## src/rtl/opl_timer_bank.sv

```systemverilog
// -----------------------------------------------------------------------------
// opl_timer_bank
//   A bank of OPL-style 8-bit up-counting timers behind a two-address
//   index/data register port. A shared prescaler produces a clock enable (ce)
//   every CLK_DIV clocks. Each timer divides ce by its own resolution
//   RES_i = RES0 * RES_MULT^i. It then counts from its preset up to 8'hFF.
//   When the count passes 8'hFF, the timer reloads the preset and raises an
//   overflow. An unmasked overflow sets a sticky status flag.
//
// Ports
//   clk    : sole clock, rising edge
//   rst    : asynchronous active-high reset
//   addr   : 0 = index/status port, 1 = data port
//   din    : write data
//   we     : write strobe (level; acted on at its rising edge)
//   rd     : read strobe  (level; acted on at its rising edge)
//   dout   : status byte {any_flag, flag[0], flag[1], flag[2], 0000}
//   irq_n  : low while any flag is set
// -----------------------------------------------------------------------------
module opl_timer_bank #(
    parameter int          NUM_TIMERS  = 2,
    parameter int          CLK_DIV     = 14,
    parameter int          RES0        = 80,
    parameter int          RES_MULT    = 4,
    parameter logic [7:0]  CTRL_REG    = 8'h04,
    parameter bit          CLR_ON_READ = 1'b0
) (
    input  logic       clk,
    input  logic       rst,
    input  logic       addr,
    input  logic [7:0] din,
    input  logic       we,
    input  logic       rd,
    output logic [7:0] dout,
    output logic       irq_n
);

    localparam int PRE_W = 7;   // holds 0..63
    localparam int SUB_W = 12;  // holds RES_i-1 up to 4095

    // Reload value of the sub-count divider for timer i (RES_i - 1).
    function automatic logic [SUB_W-1:0] res_reload(input int i);
        int r;
        r = RES0;
        for (int k = 0; k < i; k++) begin
            r = r * RES_MULT;
        end
        return SUB_W'(r - 1);
    endfunction

    logic [7:0]            index_q;
    logic                  we_q;
    logic                  rd_q;
    logic [NUM_TIMERS-1:0] mask;
    logic [NUM_TIMERS-1:0] start;
    logic [NUM_TIMERS-1:0] flag;
    logic [NUM_TIMERS-1:0] ovf;
    logic [NUM_TIMERS-1:0] new_mask;
    logic [NUM_TIMERS-1:0] new_start;
    logic [NUM_TIMERS-1:0] flag_set;
    logic [NUM_TIMERS-1:0] flag_clr;
    logic [PRE_W-1:0]      pre_cnt;
    logic                  ce;
    logic                  we_edge;
    logic                  rd_edge;
    logic                  wr_ctrl;
    logic                  ctrl_clr_all;
    logic                  ctrl_load;

    // Strobes are levels; only their rising edge is acted on.
    assign we_edge      = we & ~we_q;
    assign rd_edge      = rd & ~rd_q;
    assign wr_ctrl      = we_edge & addr & (index_q == CTRL_REG);
    assign ctrl_clr_all = wr_ctrl & din[7];
    assign ctrl_load    = wr_ctrl & ~din[7];

    // Control byte layout: mask bits count down from bit 6, start bits count
    // up from bit 0.
    always_comb begin
        new_mask  = '0;
        new_start = '0;
        for (int i = 0; i < NUM_TIMERS; i++) begin
            new_mask[i]  = din[6-i];
            new_start[i] = din[i];
        end
    end

    always_ff @(posedge clk or posedge rst) begin
        if (rst) begin
            index_q <= 8'h00;
            we_q    <= 1'b0;
            rd_q    <= 1'b0;
            mask    <= '0;
            start   <= '0;
        end else begin
            we_q <= we;
            rd_q <= rd;
            if (we_edge && !addr) begin
                index_q <= din;
            end
            if (ctrl_load) begin
                mask  <= new_mask;
                start <= new_start;
            end
        end
    end

    // Free-running prescaler; ce is high for the last clock of each period.
    assign ce = (pre_cnt == PRE_W'(CLK_DIV - 1));

    always_ff @(posedge clk or posedge rst) begin
        if (rst) begin
            pre_cnt <= '0;
        end else if (ce) begin
            pre_cnt <= '0;
        end else begin
            pre_cnt <= pre_cnt + 1'b1;
        end
    end

    for (genvar g = 0; g < NUM_TIMERS; g++) begin : g_timer
        localparam logic [SUB_W-1:0] RELOAD = res_reload(g);

        logic [7:0]       preset_r;
        logic [7:0]       count_r;
        logic [SUB_W-1:0] sub_r;
        logic             preset_we;

        assign preset_we = we_edge & addr & (index_q == 8'(2 + g));

        // Overflow fires in the cycle whose ce takes the count past 8'hFF.
        assign ovf[g] = start[g] & ce & (sub_r == '0) & (count_r == 8'hFF);

        always_ff @(posedge clk or posedge rst) begin
            if (rst) begin
                preset_r <= 8'h00;
                count_r  <= 8'h00;
                sub_r    <= RELOAD;
            end else begin
                if (preset_we) begin
                    preset_r <= din;
                end
                // A stopped timer tracks its preset, so the first period
                // after start is a full one. A running timer only samples
                // the preset when it reloads.
                if (!start[g]) begin
                    count_r <= preset_r;
                    sub_r   <= RELOAD;
                end else if (ce) begin
                    if (sub_r == '0) begin
                        sub_r   <= RELOAD;
                        count_r <= (count_r == 8'hFF) ? preset_r : count_r + 8'h01;
                    end else begin
                        sub_r <= sub_r - 1'b1;
                    end
                end
            end
        end
    end

    // Flag update: clears from the control register and, optionally, from a
    // status read; a same-cycle set always wins.
    always_comb begin
        flag_set = ovf & ~mask;
        flag_clr = '0;
        if (ctrl_clr_all) begin
            flag_clr = '1;
        end
        if (ctrl_load) begin
            flag_clr = flag_clr | new_mask;
        end
        if (CLR_ON_READ && rd_edge && !addr) begin
            flag_clr = '1;
        end
    end

    always_ff @(posedge clk or posedge rst) begin
        if (rst) begin
            flag <= '0;
        end else begin
            flag <= (flag & ~flag_clr) | flag_set;
        end
    end

    always_comb begin
        dout    = 8'h00;
        dout[7] = |flag;
        for (int i = 0; i < NUM_TIMERS; i++) begin
            dout[6-i] = flag[i];
        end
    end

    assign irq_n = ~(|flag);

endmodule

```

## config.mk

```make
export PLATFORM = sky130hd
export DESIGN_NAME = opl_timer_bank
export DESIGN_NICKNAME = d
export VERILOG_FILES = /design/src/rtl/opl_timer_bank.sv
export SDC_FILE = /design/constraint.sdc
export NUM_CORES = 1
export LEC_CHECK = 0
export CAP_MARGIN = 20
export CORE_MARGIN = 2
export CORE_UTILIZATION = 25
export DETAILED_ROUTE_END_ITERATION = 6
export SETUP_SLACK_MARGIN = 0.4
export SYNTH_ARGS = -nofsm -noshare
export SYNTH_HDL_FRONTEND = slang
export SYNTH_SLANG_ARGS = --single-unit
```

## constraint.sdc

```tcl
create_clock -name clk -period 3.6 [get_ports clk]
set_input_delay 0.36 -clock clk [delete_from_list [all_inputs] [get_ports clk]]
set_output_delay 0.36 -clock clk [all_outputs]
set_load 0.02 [all_outputs]
```

==> Word level (Yosys, flattened, before mapping) <==
Index checks and enable logic that the tools add are counted.
{ "totals": {"inputBits": 13, "out_inout_bits": 9, "word_cells": 73, "ff_bits": 78} }
{ "op_classes": {"reduce_logical": 7, "addsub": 5, "bitwise_logic": 22, "n_eq_ne": 10, "mux": 17} }
{ "ops": {"columns": ["operator", "n"], "rows": [
  ["two-way mux 12 bit", 6],
  ["two-way mux 8 bit", 8],
  ["logical NOT 12 bit", 2],
  ["subtractor 12 x 1 -> 12 bit, second input constant", 2],
  ["adder 8 x 1 -> 8 bit, second input constant", 2],
  ["== test 8 x 2 -> 1 bit, second input constant", 2],
  ["== test 8 bit, second input constant", 2],
  ["AND 1 bit", 13],
  ["== test 8 x 3 -> 1 bit, second input constant", 1],
  ["!= test 2 x 1 -> 1 bit, second input constant", 4],
  ["adder 7 x 1 -> 7 bit, second input constant", 1],
  ["== test 7 x 4 -> 1 bit, second input constant", 1],
  ["two-way mux 7 bit", 1],
  ["AND 2 bit", 2],
  ["two-way mux 2 bit", 2],
  ["NOT 2 bit", 2],
  ["bitwise OR 2 bit", 2],
  ["AND reduction 2 bit", 2],
  ["NOT 1 bit", 3],
  ["OR reduction 2 bit", 1],
  ["logical AND 1 bit", 1],
  ["logical NOT 1 bit", 1]
]} }

==> Logic depth before layout (Yosys ltp) <==
{ "logic_depth": {"ltp_word": 11, "depth_mapped": 9, "mapped_depth_nobuf": 7} }

==> Worst setup path before layout <==
Ideal clock, no wire load.
{ "synth_timing": {"kind": "register -> register", "from": "reg index_q[3]", "to": "reg g_timer[0].preset_r[0]", "t_required_ns": 3.475, "path_buffers": 1, "setup_time_ns": 0.125, "synth_period_minus_slack_ns": 1.943, "path_stages_with_launch": 6, "path_slack_ns": 1.657, "arrival_time_ns": 1.818, "path_cell_list": "dfrtp_1 > or4b_4 > nor4_4 > and4bb_1 > buf_6 > mux2_4"} }
{ "synth_between": {"elab_chain_cells": 2} }
{ "synth_rtl": {"columns": ["element", "line_no", "rtl"], "rows": [
  ["start: declaration", "51", "logic [7:0] index_q;"],
  ["start signal: assignment", "99", "index_q <= din;"],
  ["== test 8 x 2 -> 1 bit", "129", "assign preset_we = we_edge & addr & (index_q == 8'(2 + g));"],
  ["AND 1 bit", "129", null],
  ["end signal: assignment", "141", "preset_r <= din;"],
  ["end: declaration", "124", "logic [7:0] preset_r;"]
]} }
Every way passes these cells.
A chain may end at the register's enable or synchronous reset.

==> Final worst setup path <==
{ "layout_timing": {"from": "reg pre_cnt[1]", "to": "reg g_timer[0].count_r[0]"} }
{ "layout_between": {"elab_chain_cells": 3} }
{ "layout_rtl": {"columns": ["element", "line_no", "rtl"], "rows": [
  ["start: declaration", "62", "logic [PRE_W-1:0] pre_cnt;"],
  ["start signal: assignment", "117", "pre_cnt <= pre_cnt + 1'b1;"],
  ["== test 7 x 4 -> 1 bit", "109", "assign ce = (pre_cnt == PRE_W'(CLK_DIV - 1));"],
  ["!= test 2 x 1 -> 1 bit (no line)", null, null],
  ["AND reduction 2 bit (no line)", null, null],
  ["end signal: assignment", "147", "count_r <= preset_r;"],
  ["end signal: assignment", "152", "count_r <= (count_r == 8'hFF) ? preset_r : count_r + 8'h01;"],
  ["end: declaration", "125", "logic [7:0] count_r;"]
]} }
Every way passes these cells.

==> flow_metrics.env <==
export IMPL_p_int_uw=1500
export IMPL_hp_class="reg2reg"
export IMPL_seq_area_frac_synth_pct=49.1
export IMPL_syn2layout_area_growth_pct=16.1
export IMPL_via_per_inst=4.64
export IMPL_final_nets=423
export IMPL_postCtsSetupBuffers=0
export IMPL_initialDrtViolationCount=181
export IMPL_crit_buf_inv=2
export IMPL_dominantRegCellSynth="dfrtp_1"
export IMPL_peakVddDrop_v=0.000242
export IMPL_cts_tree="built"
export IMPL_max_stage_delay_ns=0.53
export IMPL_p_comb_share_pct=7.8
export IMPL_wl_per_cell_um=13.2
export IMPL_clock_sinks=78
export IMPL_die_x_um=131
export IMPL_synth_seq_cells=78
export IMPL_grt_pass1_vias=2894
export IMPL_place_gp_congestion=0.837
export IMPL_ys_warn_count=0
export IMPL_ios=22
export IMPL_fin_setup_tns_ns=0
export IMPL_drtAntennaViolNets=0
export IMPL_cts_buffers_inserted=9
export IMPL_fin_crit_ns=2.35
export IMPL_grt_first_pass_wirelength_um=13900
export IMPL_cp_slowest_cell="o21ai_1"
export IMPL_die_area_mm2=0.0171
export IMPL_crit_family="simple AND/OR/NAND/NOR gates"
export IMPL_cp_end_kind="register"
export IMPL_cts_hold_buffers_added=0
export IMPL_clkSlewWorstSetupHoldPaths_ns=0.06
export IMPL_numPortBuffers=15
export IMPL_final_common_cell="dfrtp_1"
export IMPL_vias=2895
export IMPL_rsz0062_at_grt="false"
export IMPL_status="finished clean"
export IMPL_antennaDiodeCount=0
export IMPL_hold_viol_final=0
export IMPL_pwr_share_seq_pct=50.2
export IMPL_p_clk_share_pct=42.1
export IMPL_htreeDepth=3
export IMPL_max_slew_margin_pct=41.3
export IMPL_clk_path_buf_depth=2
export IMPL_synthDistinctLibCells=60
export IMPL_tightestPinTransition_ns=0.880
export IMPL_synthesis_area_mm2=0.00401
export IMPL_dr_pass1_iters=4
export IMPL_die_h_um=131
export IMPL_dpl_hpwl_um=5760
export IMPL_finalSetupViolCount=0
export IMPL_p_switching_uw=478
export IMPL_path_max_fanout=18
export IMPL_p_leak_uw=0.00192
export IMPL_row_count=46
export IMPL_cp_start_kind="register"
export IMPL_worstPathRequired_ns=3.83
export IMPL_drive_above_1_share_pct=17.9
export IMPL_start_util_pct=25.4
export IMPL_final_max_slew_viol_count=0
export IMPL_worstPathArrival_ns=2.58
export IMPL_path_cells="inv_1, ha_1, nor4b_2, nand2_2, o21ai_1, buf_4, mux2i_1, nand2_1"
export IMPL_crit_type="reg2reg"
export IMPL_netlist_instances=384
export IMPL_avgSynthCellArea_um2=10.4
export IMPL_utilization_pct=29.5
export IMPL_hold_worst_slack_ns=0.466
export IMPL_synth_async_reset_ratio_pct=100
export IMPL_clock_fmax_mhz=426
export IMPL_swShare_pct=24.2
export IMPL_ctsResizeCount=0
export IMPL_cts_root_buffer="clkbuf_16"
export IMPL_core_area_mm2=0.0158
export IMPL_wirelength_um=8240
export IMPL_grt_max_degree=43
export IMPL_layout_common_cells="dfrtp_1 (66), nor2_1 (39), nand2_1 (34), mux2_2 (22), nand3_1 (21)"
export IMPL_gr_total_overflow=0
export IMPL_power_density_mw_per_mm2=424
export IMPL_antenna_found_initial=0
export IMPL_clkLatencyLatePin_ns=0.34
export IMPL_synth_edf_count=0
export IMPL_skew_ns=0.00660
export IMPL_fill_cells=1648
export IMPL_drcViolationCount=0
export IMPL_timing_final_crit_share_pct=65.2
export IMPL_max_cap_violations=0
export IMPL_track_usage_pct=10.5
==> layout make-up <==
class                           instances  area (um^2)  share of cell area, %
Timing Repair Buffer                   20          188                   4.03
Clock inverter                          3         20.0                  0.430
Clock buffer                           13          250                   5.38
Inverter                               14         52.6                   1.13
Sequential cell                        78         1970                   42.3
Tap cell                              216          270                   5.81
Multi-Input combinational cell        280         1910                   41.0
==> synthesized netlist by cell type, types with 2 or more instances <==
cell | n | area (um^2)
nand4_1 | 10 | 62.6
buf_4 | 6 | 45.0
clkbuf_1 | 4 | 15.0
o22ai_1 | 2 | 12.5
nor3_1 | 8 | 40.0
dfstp_2 | 12 | 315
dfrtp_1 | 66 | 1650
o21ai_1 | 2 | 10.0
nand2_1 | 34 | 128
xor2_1 | 6 | 52.6
inv_1 | 14 | 52.6
and3_1 | 3 | 18.8
ha_1 | 7 | 87.6
nor2_1 | 39 | 146
a31oi_1 | 3 | 18.8
nor4b_1 | 2 | 17.5
a21oi_1 | 13 | 65.1
nand3_1 | 21 | 105
nand2b_1 | 5 | 31.3
mux2_4 | 7 | 105
xnor2_1 | 19 | 166
o21ai_0 | 16 | 80.1
mux2i_1 | 5 | 50.1
a31o_2 | 2 | 17.5
o21a_1 | 2 | 15.0
mux2_2 | 22 | 248
o31ai_1 | 2 | 15.0
nor4_1 | 8 | 50.1
and2_1 | 4 | 25.0
nor2b_1 | 2 | 12.5
buf_2 | 4 | 20.0
a211oi_1 | 4 | 30.0
or3_1 | 3 | 18.8
==> power by group through the flow <==
stage               clock network, uW  logic (uW)  registers (uW)
global placement                    0         151            1000
CTS                               860         157             989
detailed placement                  0         156            1000
global route                      901         171             997
floorplan                           0         115             988
finish                            830         153             990
==> per-stage QoR <==
| stage | setup WS [ns] | std cells | power (uW) | cell area [um^2] |
|---|---|---|---|---|
| 6_report | 1.25 | 624 | 1970 | 4650 |
| 5_1_grt | 1.02 | 624 | 2070 | 4650 |
| 4_1_cts | 1.20 | 624 | 2010 | 4650 |
| 3_5_place_dp | 0.976 | 608 | 1160 | 4380 |
| 3_3_place_gp | 1.01 | 608 | 1150 | 4380 |
| 2_1_floorplan | 1.26 | 388 | 1100 | 4020 |
==> cell families after synthesis <==
kind of cell	after synthesis	share of synthesized area [%]
mux	34	10.1
other cells	1	0.0936
buf+inv	30	3.71
xor+xnor	25	5.46
compound gates	57	9.02
fa+ha+maj	7	2.19
flops	78	49.1
simple gates	152	20.4
==> worst paths after layout <==
path                                  from                     end  slack (ns)  cells after the start
max in group asynchronous              rst  g_timer[0].preset_r[7]        2.19                      3
min in group asynchronous              rst              pre_cnt[5]        0.55                      2
worst min-delay path               mask[0]                 flag[0]        0.47                      1
worst min register to register     mask[0]                 flag[0]        0.47                      1
worst max-delay path            pre_cnt[1]   g_timer[0].count_r[0]        1.25                      8
worst max register to register  pre_cnt[1]   g_timer[0].count_r[0]        1.25                      8
==> routing by layer <==
metal | global-route usage, % | share of wire [%]
met3 | 2.97 | 3.7
met4 | 4.32 | 1.8
met5 | 0 | 0
met1 | 13.5 | 47
met2 | 16.6 | 48
==> worst reg2reg max path, cell delays in order, from the launching register on <==
cell     delay, ns
dfrtp_1       0.41
inv_1         0.07
ha_1          0.13
nor4b_2       0.30
nand2_2       0.30
o21ai_1       0.53
buf_4         0.26
mux2i_1       0.19
nand2_1       0.06
==> sequential cells by signal, summed over array words and instances, names as in the netlist <==
name	count
g_timer.preset_r	16
we_q	1
pre_cnt	7
index_q	8
g_timer.count_r	16
mask	2
g_timer.sub_r	24
flag	2
start	2
No activity file was read; power rests on OpenSTA's default activity.
